### src/rtl/prog_loader_pkg.sv
// rtl/prog_loader_pkg.sv - shared widths and FSM state encoding for the program loader.
package prog_loader_pkg;

    localparam int LOADER_ADDR_W = 20;
    localparam int LOADER_DATA_W = 32;

    typedef enum logic [2:0] {
        IDLE  = 3'd0,
        LOAD  = 3'd1,
        FLUSH = 3'd2,
        START = 3'd3,
        DONE  = 3'd4,
        ERR   = 3'd5
    } loader_state_e;

endpackage

### src/rtl/prog_loader_if.sv
// rtl/prog_loader_if.sv - instruction word stream into the loader (valid/ready/last).
interface prog_loader_if;
    import prog_loader_pkg::*;

    logic                     s_valid;
    logic [LOADER_DATA_W-1:0] s_data;
    logic                     s_last;
    logic                     s_ready;

    modport master (output s_valid, output s_data, output s_last, input  s_ready);
    modport slave  (input  s_valid, input  s_data, input  s_last, output s_ready);

endinterface

### src/rtl/prog_loader_addr_gen.sv
// rtl/prog_loader_addr_gen.sv - SRAM write pointer and word counter for the loader.
module prog_loader_addr_gen
    import prog_loader_pkg::*;
#(
    parameter logic [LOADER_ADDR_W-1:0] BASE_ADDR = 20'h00000,
    parameter int unsigned              ADDR_STEP = 4,
    parameter int unsigned              MAX_WORDS = 1024,
    parameter int unsigned              COUNT_W   = 11
) (
    input  logic                     clk_i,
    input  logic                     rst_ni,
    input  logic                     clear_i,
    input  logic                     step_i,
    output logic [LOADER_ADDR_W-1:0] ptr_o,
    output logic [COUNT_W-1:0]       count_o,
    output logic                     full_o,
    output logic                     last_slot_o
);

    logic [LOADER_ADDR_W-1:0] ptr_q, ptr_d;
    logic [COUNT_W-1:0]       count_q, count_d;

    always_comb begin
        ptr_d   = ptr_q;
        count_d = count_q;
        if (clear_i) begin
            ptr_d   = BASE_ADDR;
            count_d = '0;
        end else if (step_i) begin
            ptr_d   = ptr_q + LOADER_ADDR_W'(ADDR_STEP);
            count_d = count_q + COUNT_W'(1);
        end
    end

    always_ff @(posedge clk_i or negedge rst_ni) begin
        if (!rst_ni) begin
            ptr_q   <= BASE_ADDR;
            count_q <= '0;
        end else begin
            ptr_q   <= ptr_d;
            count_q <= count_d;
        end
    end

    assign ptr_o       = ptr_q;
    assign count_o     = count_q;
    assign full_o      = (count_q == COUNT_W'(MAX_WORDS));
    // A handshake while in the last slot fills the memory.
    assign last_slot_o = (count_q == COUNT_W'(MAX_WORDS - 1));

endmodule

### src/rtl/prog_loader.sv
// rtl/prog_loader.sv - streams instruction words into SRAM, then releases the core; LOADER_CHECKSUM_EN adds sum check.
module prog_loader
    import prog_loader_pkg::*;
#(
    parameter logic [LOADER_ADDR_W-1:0] BASE_ADDR = 20'h00000,
    parameter int unsigned              ADDR_STEP = 4,
    parameter int unsigned              MAX_WORDS = 1024
) (
    input  logic                     CLK,
    input  logic                     RSTn,
    input  logic                     start_load,
    prog_loader_if.slave             src,
    output logic                     LOAD_CTRL,
    output logic [LOADER_ADDR_W-1:0] LOAD_ADDR,
    output logic [LOADER_DATA_W-1:0] LOAD_DATA,
    output logic                     CPU_START,
    output logic                     busy,
    output logic                     done,
    output logic                     error,
    output logic [10:0]              word_count
`ifdef LOADER_CHECKSUM_EN
    ,
    output logic [31:0]              checksum,
    input  logic [31:0]              expected_sum
`endif
);

    localparam logic [2:0] S_IDLE  = IDLE;
    localparam logic [2:0] S_LOAD  = LOAD;
    localparam logic [2:0] S_FLUSH = FLUSH;
    localparam logic [2:0] S_START = START;
    localparam logic [2:0] S_DONE  = DONE;
    localparam logic [2:0] S_ERR   = ERR;

    logic [2:0]               state_q, state_d;
    logic                     load_ctrl_q;
    logic [LOADER_ADDR_W-1:0] load_addr_q;
    logic [LOADER_DATA_W-1:0] load_data_q;
    logic                     cpu_start_q;
    logic                     done_q, error_q;
    logic                     full_exit_q, full_exit_d;

    logic                     hs, begin_session, overflow, sum_bad;
    logic                     full, last_slot;
    logic [LOADER_ADDR_W-1:0] ptr;

    assign src.s_ready   = (state_q == S_LOAD);
    assign hs            = (state_q == S_LOAD) && src.s_valid;
    // start_load is only honoured between sessions; in LOAD it is ignored.
    assign begin_session = start_load &&
                           (state_q == S_IDLE || state_q == S_DONE || state_q == S_ERR);

    prog_loader_addr_gen #(
        .BASE_ADDR (BASE_ADDR),
        .ADDR_STEP (ADDR_STEP),
        .MAX_WORDS (MAX_WORDS),
        .COUNT_W   (11)
    ) u_addr_gen (
        .clk_i       (CLK),
        .rst_ni      (RSTn),
        .clear_i     (begin_session),
        .step_i      (hs),
        .ptr_o       (ptr),
        .count_o     (word_count),
        .full_o      (full),
        .last_slot_o (last_slot)
    );

`ifdef LOADER_CHECKSUM_EN
    logic [31:0] sum_q, sum_d;

    always_comb begin
        sum_d = sum_q;
        if (begin_session) sum_d = '0;
        else if (hs)       sum_d = sum_q + src.s_data;
    end

    always_ff @(posedge CLK or negedge RSTn) begin
        if (!RSTn) sum_q <= '0;
        else       sum_q <= sum_d;
    end

    assign checksum = sum_q;
    assign sum_bad  = (sum_q != expected_sum);
`else
    assign sum_bad  = 1'b0;
`endif

    // Overflow: memory filled without s_last and the source still offers data.
    assign overflow = full && full_exit_q && src.s_valid;

    always_comb begin
        full_exit_d = full_exit_q;
        if (begin_session)                       full_exit_d = 1'b0;
        else if (hs && !src.s_last && last_slot) full_exit_d = 1'b1;
    end

    always_comb begin
        state_d = state_q;
        case (state_q)
            S_IDLE, S_DONE, S_ERR: if (start_load) state_d = S_LOAD;
            S_LOAD:  if (hs && (src.s_last || last_slot)) state_d = S_FLUSH;
            S_FLUSH: state_d = (overflow || sum_bad) ? S_ERR : S_START;
            S_START: state_d = S_DONE;
            default: state_d = S_IDLE;
        endcase
    end

    always_ff @(posedge CLK or negedge RSTn) begin
        if (!RSTn) begin
            state_q     <= S_IDLE;
            load_ctrl_q <= 1'b0;
            load_addr_q <= BASE_ADDR;
            load_data_q <= '0;
            cpu_start_q <= 1'b0;
            done_q      <= 1'b0;
            error_q     <= 1'b0;
            full_exit_q <= 1'b0;
        end else begin
            state_q     <= state_d;
            full_exit_q <= full_exit_d;
            load_ctrl_q <= hs;
            if (hs) begin
                load_addr_q <= ptr;
                load_data_q <= src.s_data;
            end
            cpu_start_q <= (state_d == S_START);
            if (begin_session) begin
                done_q  <= 1'b0;
                error_q <= 1'b0;
            end else begin
                if (state_d == S_DONE) done_q  <= 1'b1;
                if (state_d == S_ERR)  error_q <= 1'b1;
            end
        end
    end

    assign LOAD_CTRL = load_ctrl_q;
    assign LOAD_ADDR = load_addr_q;
    assign LOAD_DATA = load_data_q;
    assign CPU_START = cpu_start_q;
    assign done      = done_q;
    assign error     = error_q;
    assign busy      = (state_q == S_LOAD) || (state_q == S_FLUSH) || (state_q == S_START);

endmodule
### src/flat_wrapper.sv
// flat-port wrapper written by rule: the top's interface ports become plain ports
module prog_loader_flat import prog_loader_pkg::*;
#(
    parameter logic [LOADER_ADDR_W-1:0] BASE_ADDR = 20'h00000,
    parameter int unsigned              ADDR_STEP = 4,
    parameter int unsigned              MAX_WORDS = 1024
)
  (CLK, RSTn, start_load, LOAD_CTRL, LOAD_ADDR, LOAD_DATA, CPU_START, busy, done, error, word_count, src_s_valid, src_s_data, src_s_last, src_s_ready);
  prog_loader_if src_i ();
  input  logic CLK;
  input  logic RSTn;
  input  logic start_load;
  output logic LOAD_CTRL;
  output logic [LOADER_ADDR_W-1:0] LOAD_ADDR;
  output logic [LOADER_DATA_W-1:0] LOAD_DATA;
  output logic CPU_START;
  output logic busy;
  output logic done;
  output logic error;
  output logic [10:0] word_count;
  input wire logic [$bits(src_i.s_valid)-1:0] src_s_valid;
  input wire logic [$bits(src_i.s_data)-1:0] src_s_data;
  input wire logic [$bits(src_i.s_last)-1:0] src_s_last;
  output wire logic [$bits(src_i.s_ready)-1:0] src_s_ready;
  assign src_i.s_valid = src_s_valid;
  assign src_i.s_data = src_s_data;
  assign src_i.s_last = src_s_last;
  assign src_s_ready = src_i.s_ready;
  prog_loader #(.BASE_ADDR(BASE_ADDR), .ADDR_STEP(ADDR_STEP), .MAX_WORDS(MAX_WORDS)) u_core (.CLK(CLK), .RSTn(RSTn), .start_load(start_load), .src(src_i), .LOAD_CTRL(LOAD_CTRL), .LOAD_ADDR(LOAD_ADDR), .LOAD_DATA(LOAD_DATA), .CPU_START(CPU_START), .busy(busy), .done(done), .error(error), .word_count(word_count));
endmodule
### config.mk
export PLATFORM = sky130hd
export DESIGN_NAME = prog_loader_flat
export DESIGN_NICKNAME = d
export VERILOG_FILES = /design/src/rtl/prog_loader_pkg.sv /design/src/rtl/prog_loader_if.sv /design/src/rtl/prog_loader_addr_gen.sv /design/src/rtl/prog_loader.sv /design/src/flat_wrapper.sv
export SDC_FILE = /design/constraint.sdc
export NUM_CORES = 1
export LEC_CHECK = 0
export ABC_AREA = 1
export ABC_CLOCK_PERIOD_IN_PS = 2000
export BUFFER_PORTS_ARGS = -buffer_cell sky130_fd_sc_hd__buf_4
export CAP_MARGIN = 20
export CORE_MARGIN = 5
export CORE_UTILIZATION = 47
export DETAILED_ROUTE_END_ITERATION = 8
export PLACE_DENSITY = 0.72
export SLEW_MARGIN = 15
export SYNTH_ARGS = -nofsm -noshare
export SYNTH_HDL_FRONTEND = slang
export SYNTH_HIERARCHICAL = 1
export SYNTH_SLANG_ARGS = --single-unit
### constraint.sdc
create_clock -name CLK -period 2 [get_ports CLK]
set_clock_uncertainty 0.1 [all_clocks]
set_input_delay 0.2 -clock CLK [delete_from_list [all_inputs] [get_ports CLK]]
set_output_delay 0.2 -clock CLK [all_outputs]
set_load 0.02 [all_outputs]
==> results.py <==
metrics = {
    "run_status": {
        "status": "completed",
    },
    "synthesis": {
        "ys_ff_latch": 89,
        "avgSynthCellArea_um2": 8.30,
        "postSynth.asyncResetShare_pct": 100,
        "yosysSeqAreaShare_pct": 55.8,
        "synth_edf_count": 0,
        "synth_area_um2": 3990,
        "synthTopCellsByArea": "dfrtp_1 (56%), nand2_1 (20%), nor2_1 (3.3%)",
        "synth_top_area_share_pct": 55.8,
        "ys.warnings.count": 6,
        "ys_types": 30,
        "yosysTopAreaCell": "dfrtp_1",
        "synthCells": 481,
        "synth_ff_type": "dfrtp_1",
    },
    "critical_path": {
        "cp_cell_sequence": "ha_1, nand3_1, nor2_2, nand3_1, nor3_2, nor2_1, o21ai_1, nand2_1, nand2_1, a21oi_1",
        "critPathMaxFanout": 4,
        "worstPathArrival_ns": 2.00,
        "r2r-end": "u_core/error$_DFFE_PN0P_",
        "slowest_delay_ns": 0.40,
        "end_kind": "register",
        "path_delay_family": "simple AND/OR/NAND/NOR gates",
        "crit_slowest_cell": "dfrtp_1",
        "rr_worst_depth": 10,
        "crit_required_ns": 2.14,
        "worst-setup-path-type": "reg -> reg",
        "ff2ff_setup_slack_ns": 0.14,
        "startpoint_type": "register",
        "cp.buffers_inverters": 0,
        "regToRegStartpoint": "u_core/u_addr_gen/count_o[1]$_DFFE_PN0N_",
    },
    "floorplanning": {
        "std_cell_rows": 33,
        "ios": 106,
        "start_util_pct": 48.3,
        "die_y_um": 102,
        "die_area_um2": 10400,
        "core_region_area_um2": 8260,
        "fp.dieW_um": 102,
    },
    "routing": {
        "vias": 3561,
        "wire_per_inst_um": 13.3,
        "ant_nets": 0,
        "drt_iter0_drc": 185,
        "vias_per_cell": 4.84,
        "drc": 0,
        "drt_pre_antenna_iters": 4,
        "wl_um": 9800,
    },
    "pwr": {
        "clkPwrFrac_pct": 21.6,
        "ir_drop_mv": 0.792,
        "p_int_mw": 4.21,
        "power_frac_comb_pct": 41.1,
        "power.share.switching_pct": 38.4,
        "p_seq_share_pct": 37.3,
        "p_per_area_nw_per_um2": 1230,
        "netSwitchingPower_mw": 2.63,
        "power_leakage_nw": 2.98,
        "power.total_mw": 6.84,
    },
    "global_route": {
        "first_global_vias": 3604,
        "grt_pass1_wl_um": 16400,
        "grt_max_degree": 90,
        "track_usage_pct": 19.6,
        "grt_overflow": 0,
        "grt_antenna_before_repair": 0,
    },
    "clock_network": {
        "root_buffer": "clkbuf_8",
        "cts_made_buffers": 9,
        "path_clk_slew_ns": 0.09,
        "cts_buffer_depth": 2,
        "cts_tree": "built",
        "cts_sinks": 89,
        "htreeDepth": 3,
        "clk_latency_ns": 0.35,
    },
    "final_layout": {
        "fin_nets": 666,
        "antennaDiodeCount": 0,
        "layout.cells.non_filler": 736,
        "mostFrequentLayoutCells": "nand2_1 (209), buf_4 (111), dfrtp_1 (89), dlygate4sd3_1 (33), nor2_1 (33)",
        "final_common_cell": "nand2_1",
        "syn2layout_area_growth_pct": 39.3,
        "fillers": 641,
        "drive_above_1_share_pct": 24.9,
    },
    "place": {
        "dp.cells": 684,
        "io_buffers": 105,
        "gp_congestion": 0.924,
        "hpwl_um": 6390,
    },
    "timing": {
        "whs_ns": 0.0286,
        "fin_crit_ns": 1.86,
        "fmax_mhz": 538,
        "slew_violations": 0,
        "hold_viol_final": 0,
        "tns_ns": 0,
        "setup_violations": 0,
        "period_share_pct": 93.0,
    },
    "min_path": {
        "hold_path.class": "in -> reg",
        "min_to": "u_core/full_exit_q$_DFFE_PN0P_",
        "hold_depth": 3,
        "min-delay-start": "src_s_last",
    },
    "run": {
        "cap_violations": 0,
    },
}
what timing repair did:
action / in CTS / in global routing
endpoints found under the setup margin: 0 / 15
setup buffers: 0 / 3
endpoints found under the hold margin: 121 / 0
hold buffers: 33 / 0
gates resized for setup: 0 / 6
synthesized netlist by cell type (all sizes together) (3+ instances only):
cell,number
nand2,211
nand4,5
buf,16
nor2,42
ha,3
dfrtp,89
nand3,22
o21ai,17
nor3,8
a21oi,20
inv,39
nand3b,4
area by class of cell:
type                       instances  area, um^2  area share [%]
clock inverter                     7         124            2.23
clock buffer                       9         124            2.23
sequential                        89        2230            40.1
multi-input combinational        338        1540            27.7
tap                              105         131            2.36
timing repair buffer             149        1260            22.7
inverter                          39         149            2.68
metrics by stage:
| stage | area, um^2 | utilization [%] | setup WS [ns] |
|---|---|---|---|
| 2_1_floorplan | 4010 | - | 0.0341 |
| 3_3_place_gp | 4930 | 59.7 | 0.172 |
| 4_1_cts | 5510 | 66.7 | 0.0569 |
| 5_1_grt | 5560 | 67.3 | -0.0601 |
| 6_report | 5560 | 67.3 | 0.140 |
| 3_5_place_dp | 4930 | 59.7 | 0.0893 |
cells by family (layout without fill, tap and decap cells):
kind of cell / after synthesis / after routing / synth area share [%]
other cells: 1 / 2 / 0.0940
compound gates: 39 / 39 / 4.98
flops: 89 / 89 / 55.8
simple gates: 294 / 294 / 32.1
fa+ha+maj: 3 / 3 / 0.941
buf+inv: 55 / 204 / 6.08
sequential cells by signal (all words and copies together), names as in the netlist, 3 cells and up:
signal	flops
u_core/LOAD_ADDR	20
u_core/LOAD_DATA	32
u_core/state_q	3
u_core/u_addr_gen/count_o	11
u_core/u_addr_gen/ptr_o	18
routing by layer:
metal	share of wire (%)	up-vias	track usage, %
met5	0	-	0
met1	44	1645	25.1
met2	48	114	32.7
met4	1.3	0	6.05
li1	-	1789	-
met3	7.4	13	5.05
worst register-to-register path: stages (launching register included):
cell and delay (ns):
dfrtp_1 0.40, ha_1 0.18, nand3_1 0.13, nor2_2 0.15, nand3_1 0.13, nor3_2 0.19, nor2_1 0.10, o21ai_1 0.17
nand2_1 0.09, nand2_1 0.06, a21oi_1 0.06
power by group through the flow:
stage                     clock, mW  combinational (mW)  sequential (mW)
final                          1.48                2.81             2.55
after CTS                      1.53                2.77             2.54
after detailed placement          0                2.71             2.58
after floorplan                   0                1.11             3.04
after global routing           1.61                3.09             2.62
after global placement            0                2.65             2.56
worst max-delay path by stage:
| stage | start | endpoint | cells past startpoint |
|---|---|---|---|
| floorplan | u_core/state_q[2]$_DFF_PN0_ | u_core/u_addr_gen/ptr_o[17]$_DFFE_PN0N_ | 12 |
| global placement | u_core/u_addr_gen/count_o[0]$_DFFE_PN0N_ | u_core/error$_DFFE_PN0P_ | 10 |
| detailed placement | u_core/u_addr_gen/count_o[0]$_DFFE_PN0N_ | u_core/error$_DFFE_PN0P_ | 10 |
| CTS | u_core/u_addr_gen/count_o[1]$_DFFE_PN0N_ | u_core/error$_DFFE_PN0P_ | 10 |
| global route | u_core/u_addr_gen/count_o[1]$_DFFE_PN0N_ | u_core/error$_DFFE_PN0P_ | 10 |
| finish | u_core/u_addr_gen/count_o[1]$_DFFE_PN0N_ | u_core/error$_DFFE_PN0P_ | 10 |
No activity file was read; power rests on OpenSTA's default activity.
